<file path="config.mk">
export PLATFORM = sky130hd
export DESIGN_NAME = onehot_rr_arbiter
export DESIGN_NICKNAME = d
export VERILOG_FILES = /design/src/rtl/onehot_rr_arbiter_pkg.sv /design/src/rtl/onehot_rr_arbiter_rr_pick.sv /design/src/rtl/onehot_rr_arbiter.sv
export SDC_FILE = /design/constraint.sdc
export NUM_CORES = 1
export LEC_CHECK = 0
export ABC_AREA = 1
export BUFFER_PORTS_ARGS = -buffer_cell sky130_fd_sc_hd__buf_4
export CELL_PAD_IN_SITES_DETAIL_PLACEMENT = 0
export CELL_PAD_IN_SITES_GLOBAL_PLACEMENT = 1
export CORE_MARGIN = 2
export CORE_UTILIZATION = 38
export CTS_CLUSTER_DIAMETER = 60
export CTS_CLUSTER_SIZE = 25
export DETAILED_ROUTE_END_ITERATION = 8
export PLACE_DENSITY_LB_ADDON = 0.1
export SLEW_MARGIN = 20
export SYNTH_ARGS = -nofsm -noshare
export SYNTH_HDL_FRONTEND = slang
export SYNTH_SLANG_ARGS = --single-unit
</file>
<file path="constraint.sdc">
create_clock -name i_clk -period 9.5 [get_ports i_clk]
set_input_delay 2.375 -clock i_clk [delete_from_list [all_inputs] [get_ports i_clk]]
set_output_delay 2.375 -clock i_clk [all_outputs]
set_load 0.01 [all_outputs]
</file>
<file path="src/rtl/onehot_rr_arbiter_pkg.sv">
// Shared constants and FSM encoding for the eight-way round-robin arbiter.
package onehot_rr_arbiter_pkg;
   localparam int NUM_REQ = 8;
   localparam int IDX_W   = 3;

   typedef enum logic {
      ST_IDLE  = 1'b0,
      ST_GRANT = 1'b1
   } state_t;
endpackage

</file>
<file path="src/rtl/onehot_rr_arbiter_rr_pick.sv">
// Combinational rotating-priority pick: first set request at or after ptr, wrapping.
module rr_pick
   import onehot_rr_arbiter_pkg::*;
(
   input  logic [NUM_REQ-1:0] i_req,
   input  logic [IDX_W-1:0]   i_ptr,
   output logic [NUM_REQ-1:0] o_onehot,
   output logic [IDX_W-1:0]   o_idx
);
   logic [2*NUM_REQ-1:0] w_dbl;
   logic [NUM_REQ-1:0]   w_rot;
   logic [IDX_W-1:0]     w_ffs;

   // Rotate so ptr lands at bit 0, then fixed priority from bit 0 upward.
   assign w_dbl = {i_req, i_req} >> i_ptr;
   assign w_rot = w_dbl[NUM_REQ-1:0];

   always_comb begin
      w_ffs = '0;
      for (int i = NUM_REQ-1; i >= 0; i--) begin
         if (w_rot[i]) w_ffs = IDX_W'(i);
      end
   end

   assign o_idx    = w_ffs + i_ptr;
   assign o_onehot = (|i_req) ? (NUM_REQ'(1) << o_idx) : '0;
endmodule

</file>
<file path="src/rtl/onehot_rr_arbiter.sv">
// Round-robin arbiter: holds a registered one-hot grant until done, abort or hold timeout.
module onehot_rr_arbiter
   import onehot_rr_arbiter_pkg::*;
#(
   parameter int unsigned MAX_HOLD = 16
) (
   input  logic               i_clk,
   input  logic               i_rst,
   input  logic [NUM_REQ-1:0] i_req,
   input  logic               i_done,
   output logic [NUM_REQ-1:0] o_grant,
   output logic               o_grant_valid,
   output logic               o_timeout
);
   state_t             r_state, w_state_nxt;
   logic [IDX_W-1:0]   r_ptr, w_ptr_nxt;
   logic [IDX_W-1:0]   r_gidx, w_gidx_nxt;
   logic [7:0]         r_hold_cnt, w_hold_nxt;
   logic [NUM_REQ-1:0] r_grant, w_grant_nxt;
   logic               r_grant_valid;
   logic               r_timeout, w_timeout_nxt;
   logic [NUM_REQ-1:0] w_pick_oh;
   logic [IDX_W-1:0]   w_pick_idx;
   logic               w_hold_last;

   rr_pick u_pick (
      .i_req    (i_req),
      .i_ptr    (r_ptr),
      .o_onehot (w_pick_oh),
      .o_idx    (w_pick_idx)
   );

   assign w_hold_last = (r_hold_cnt == 8'(MAX_HOLD - 1));

   always_comb begin
      w_state_nxt   = r_state;
      w_ptr_nxt     = r_ptr;
      w_gidx_nxt    = r_gidx;
      w_hold_nxt    = r_hold_cnt;
      w_grant_nxt   = r_grant;
      w_timeout_nxt = 1'b0;
      case (r_state)
         ST_IDLE: begin
            if (|i_req) begin
               w_grant_nxt = w_pick_oh;
               w_gidx_nxt  = w_pick_idx;
               w_hold_nxt  = '0;
               w_state_nxt = ST_GRANT;
            end
         end
         ST_GRANT: begin
            if (r_hold_cnt != 8'hFF) w_hold_nxt = r_hold_cnt + 8'd1;
            // done outranks abort, abort outranks timeout
            if (i_done || !i_req[r_gidx] || w_hold_last) begin
               w_grant_nxt   = '0;
               w_ptr_nxt     = r_gidx + 1'b1;
               w_state_nxt   = ST_IDLE;
               w_timeout_nxt = !i_done && i_req[r_gidx];
            end
         end
         default: w_state_nxt = ST_IDLE;
      endcase
   end

   always_ff @(posedge i_clk) begin
      if (i_rst) begin
         r_state       <= ST_IDLE;
         r_ptr         <= '0;
         r_gidx        <= '0;
         r_hold_cnt    <= '0;
         r_grant       <= '0;
         r_grant_valid <= 1'b0;
         r_timeout     <= 1'b0;
      end else begin
         r_state       <= w_state_nxt;
         r_ptr         <= w_ptr_nxt;
         r_gidx        <= w_gidx_nxt;
         r_hold_cnt    <= w_hold_nxt;
         r_grant       <= w_grant_nxt;
         r_grant_valid <= |w_grant_nxt;
         r_timeout     <= w_timeout_nxt;
      end
   end

   assign o_grant       = r_grant;
   assign o_grant_valid = r_grant_valid;
   assign o_timeout     = r_timeout;
endmodule

</file>
Word-level counts from Yosys, hierarchy flattened
Index checks and enable logic that the tools add are counted.
W data, S select, Z words.

operators by class
  equal/unequal tests = 4
  reduce and logical (&&, ||, !) cells = 11
  bitwise gates (word level) = 2
  order comparisons = 1
  muxes and demuxes = 19
  shifts and indexed selects = 2
  $add $sub $neg = 3

operators by type and width
  kind                   count
  $mux W8                4
  $pmux W8 S2            2
  $mux W3                8
  $reduce_or A8 Y1       2
  $shr A16 B3 Y8         1
  $add A8 B1 Y8 const B  1
  $eq A8 B4 Y1 const B   1
  $ne A8 B8 Y1 const B   1
  $shl A1 B3 Y8 const A  1
  $reduce_and A2 Y1      3
  $lt A3 B4 Y1 const B   1
  $add A3 B1 Y3 const B  1
  $add A3 B3 Y3          1
  $bmux W1 S3            1
  $mux W1                3
  $reduce_or A3 Y1       1
  $logic_not A1 Y1       2
  $logic_or A1 B1 Y1     2
  $ne A2 B1 Y1 const B   1
  $ne A2 B2 Y1 const B   1
  $not A1 Y1             2
  $pmux W1 S2            1
  $logic_and A1 B1 Y1    1

storage, ports and cells
  bits of input ports = 11
  register bits = 25
  output and inout port bits = 10
  logic and storage cells = 49

Longest topological paths before layout
  depth after elaboration = 14
  depth in mapped cells = 25
  gate-level depth less buffers = 24

Hierarchy
From an unflattened synthesis, not the netlist that was laid out.

unflattened totals
  cells, all modules = 293
  area, all modules = 1911.8 µm²

by module, submodules not included
  module             cells an instance  seq. area each (µm²)  times used  area an instance (µm²)
  onehot_rr_arbiter  179                500.5                 1           1283.7
  rr_pick            114                0.0                   1           628.1

Least setup slack after synthesis
No wires, ideal clock.

  kind = input to register
  from = input i_req[0]
  to = register r_grant_valid, in the netlist o_grant_valid
  setup time = 128 ps
  path slack = 4765 ps
  buffers on the path = 0
  arrival = 4607 ps
  stages = 23
  required time = 9372 ps
  cells stage by stage = nand2_1 > nand3_1 > nand3_1 > nand2_1 > a31oi_1 > o21ai_0 > nand2_1 > a21boi_0 > ha_1 > inv_1 > fa_1 > xor2_1 > inv_1 > nand3_2 > nand2_4 > nand2_1 > nand2_1 > nand2_1 > nand2_1 > nor2_1 > nand2_1 > nor2_1 > nor2_1

between the ends
  longest elaborated chain between the ends = 14
  elaborated cells on any way between the ends = 21
  classes of those cells = 1 x add/sub; 2 x shift; 13 x mux; 5 x reduce/logical

ends and longest elaborated chain
  what                  line                             text
  from (decl)           onehot_rr_arbiter.sv:9           input logic [NUM_REQ-1:0] i_req,
  $shr A16 B3 Y8        onehot_rr_arbiter_rr_pick.sv:15  assign w_dbl = {i_req, i_req} >> i_ptr;
  $mux W3 (8 in a row)  onehot_rr_arbiter_rr_pick.sv:21  if (w_rot[i]) w_ffs = IDX_W'(i);
  $add A3 B3 Y3         onehot_rr_arbiter_rr_pick.sv:25  assign o_idx = w_ffs + i_ptr;
  $shl A1 B3 Y8         onehot_rr_arbiter_rr_pick.sv:26  assign o_onehot = (|i_req) ? (NUM_REQ'(1) << o_idx) : '0;
  $mux W8               onehot_rr_arbiter.sv:44          if (|i_req) begin
  $pmux W8 S2 *         onehot_rr_arbiter.sv:42          case (r_state)
  $reduce_or A8 Y1 *    onehot_rr_arbiter.sv:80          r_grant_valid <= |w_grant_nxt;
  to (signal assigned)  onehot_rr_arbiter.sv:80
  to (decl)             onehot_rr_arbiter.sv:20          logic r_grant_valid;

Every way passes the cells marked *; elsewhere a longest branch is shown, timed or not. The select of a mux whose other input is x is not followed.
A chain may end at the register's enable or synchronous reset.

Worst setup path after layout
Same ends and word-level chain as after synthesis.

==> flow_summary.json <==
{
  "outcome": "finished, final reports clean",
  "clkSinkCount": 25,
  "cp.arrival_ps": 5020,
  "finalCritPeriodShare": 0.511,
  "wirelength_um": 4230,
  "ant_nets": 0,
  "cts-root-buf": "clkbuf_8",
  "drc": 0,
  "clk_path_buf_depth": 2,
  "slew_violations": 0,
  "final_area_sq_um": 2000,
  "final_cell_mix": "93 x nand2_1, 27 x nand3_1, 27 x nor2_1",
  "tightestPinTransition_ps": 904,
  "io_buffer_count": 20,
  "ctsHoldBuffers": 0,
  "rsz0062_at_grt": "false",
  "die_area_sq_um": 5250,
  "drive_gt1_frac": 0.195,
  "grt_pass1_vias": 1759,
  "clock_skew_ps": 7.08,
  "post-cts-setup-buffers": 0,
  "rr_worst_depth": 23,
  "ys_ff_latch": 25,
  "yosysSeqAreaShare": 0.281,
  "io_pins": 21,
  "grt_overflow": 0,
  "die_h_um": 72.5,
  "netlist_area_sq_um": 1780,
  "grt_use_total": 0.185,
  "required_ps": 9670,
  "place_area_sq_um": 1950,
  "drt_iter0_drc": 63,
  "start_util": 0.401,
  "cp-end-kind": "flip-flop",
  "die_width_um": 72.5,
  "dp_hpwl_um": 3330,
  "synth_fp_nets": 295,
  "synthesis.instances": 280,
  "peakVddDrop_v": 0.000121,
  "gp_congestion": 0.819,
  "rows": 24,
  "cts_resized": 0,
  "vias_per_cell": 5.05,
  "grt_max_degree": 15,
  "finalHoldViolations": 0,
  "cts_tree": "yes",
  "start_kind": "input port",
  "grt_first_pass_wirelength_um": 7830,
  "max_cap_viol_count": 0,
  "layout_min_cycle_time_ps": 4850,
  "tns_ps": 0,
  "syn_area_per_cell_sq_um": 6.36,
  "min_delay_path_depth": 2,
  "antenna_found_initial": 0,
  "setup_violations": 0,
  "yosysUniqueCellTypes": 33,
  "first_pass_iters": 4,
  "crit_type": "in -> reg",
  "hold_path.class": "reg -> reg",
  "path_clk_slew_ps": 90,
  "fin_util": 0.450,
  "antenna_cells": 0,
  "p_per_area_nw_per_um2": 264,
  "clk_latency_ps": 270,
  "fin_nets": 314,
  "leakage_nw": 0.928,
  "syn2layout_area_growth_pct": 12.4,
  "cts_buffers": 3,
  "slew-limit-headroom": 0.395,
  "core-area_sq_um": 4440,
  "crit_fanout": 5,
  "cts_htree_levels": 1,
  "vias": 1769,
  "ys_warn_count": 0,
  "layout_commonest_cell": "nand2_1",
  "max_freq_mhz": 206,
  "detail_route.wl_per_cell_um": 12.1
}
-- area by class of cell --
type,instances,area (sq um)
clock inverter,1,5.00
multi-input combinational,230,1160
sequential,25,500
clock buffer,3,41.3
tap,52,65.1
inverter,19,81.3
fill,503,2440
timing repair buffer,20,150
-- final timing paths --
check,startpoint,end,slack (ps)
worst min register to register,r_hold_cnt[1],r_hold_cnt[1],490
worst max-delay path,i_req[0],o_grant_valid,4650
worst max register to register,r_ptr[0],o_grant_valid,6130
worst min-delay path,r_hold_cnt[1],r_hold_cnt[1],490
-- stage by stage --
stage,cells,worst slack (ps),total power [mW],hold WS (ps)
after floorplan,280,4770,0.397,461
after global placement,346,4400,0.470,479
after detailed placement,346,4350,0.468,481
after CTS,350,4630,0.535,494
after global routing,350,4120,0.596,521
final,350,4650,0.527,489
-- cells in the mapped netlist --
master	count	share of area
xor2_1	2	0.0098
nor2_2	3	0.011
nor3_1	10	0.028
a21oi_1	17	0.048
inv_8	1	0.0063
fa_1	1	0.011
inv_2	2	0.0042
nand3_1	27	0.076
o21ai_0	12	0.034
nand3_2	9	0.051
dfxtp_1	25	0.28
inv_4	1	0.0035
buf_4	1	0.0042
nor3b_1	1	0.0042
clkbuf_1	3	0.0063
nor3_2	1	0.0056
a21boi_0	1	0.0042
buf_6	2	0.013
o22ai_1	1	0.0035
o21bai_1	1	0.0042
ha_1	3	0.021
nand2_4	2	0.013
clkinv_1	1	0.0021
nor2_4	1	0.0063
o21ai_2	1	0.0049
a31oi_1	1	0.0035
nand2_2	13	0.046
a211oi_1	1	0.0042
nor2_1	27	0.057
nand2_1	93	0.20
o211a_1	1	0.0056
nand4_1	1	0.0035
inv_1	14	0.030
-- state kept, by name, summed over array words and instances (netlist names) --
signal	flops
r_state	1
r_hold_cnt	8
o_timeout	1
o_grant_valid	1
r_ptr	3
r_gidx	3
o_grant	8
-- routing by layer --
layer / track usage / part of all wire / vias to the layer above
li1: - / - / 954
met1: 0.249 / 0.50 / 783
met2: 0.307 / 0.46 / 26
met3: 0.0194 / 0.028 / 6
met4: 0.0679 / 0.016 / 0
met5: 0 / 0 / -
-- logic make-up (layout without fill, tap and decap cells) --
family | after synthesis | count (layout) | share of synthesized area
compound gates | 36 | 36 | 0.112
flops | 25 | 25 | 0.281
fa+ha+maj | 4 | 4 | 0.0323
xor+xnor | 2 | 2 | 0.00984
simple gates | 188 | 188 | 0.496
buf+inv | 25 | 43 | 0.0689
-- critical path, cell delays in order --
cell and delay (ps):
buf_4 110, nand2_1 80, nand3_1 140, nand3_1 100, nand2_1 120, a31oi_1 50
o21ai_0 140, nand2_1 60, a21boi_0 160, ha_1 170, inv_1 50, fa_1 370
xor2_1 270, inv_1 90, nand3_2 140, nand2_4 80, nand2_1 60, nand2_1 50
nand2_1 80, nand2_1 60, nor2_1 80, nand2_1 60, nor2_1 100, nor2_1 40
-- power breakdown --
group	total, mW	internal [mW]	switching [mW]
sequential	0.158	0.127	0.0312
clock	0.0642	0.0294	0.0348
combinational	0.305	0.114	0.191
(Power assumes the default switching activity.)
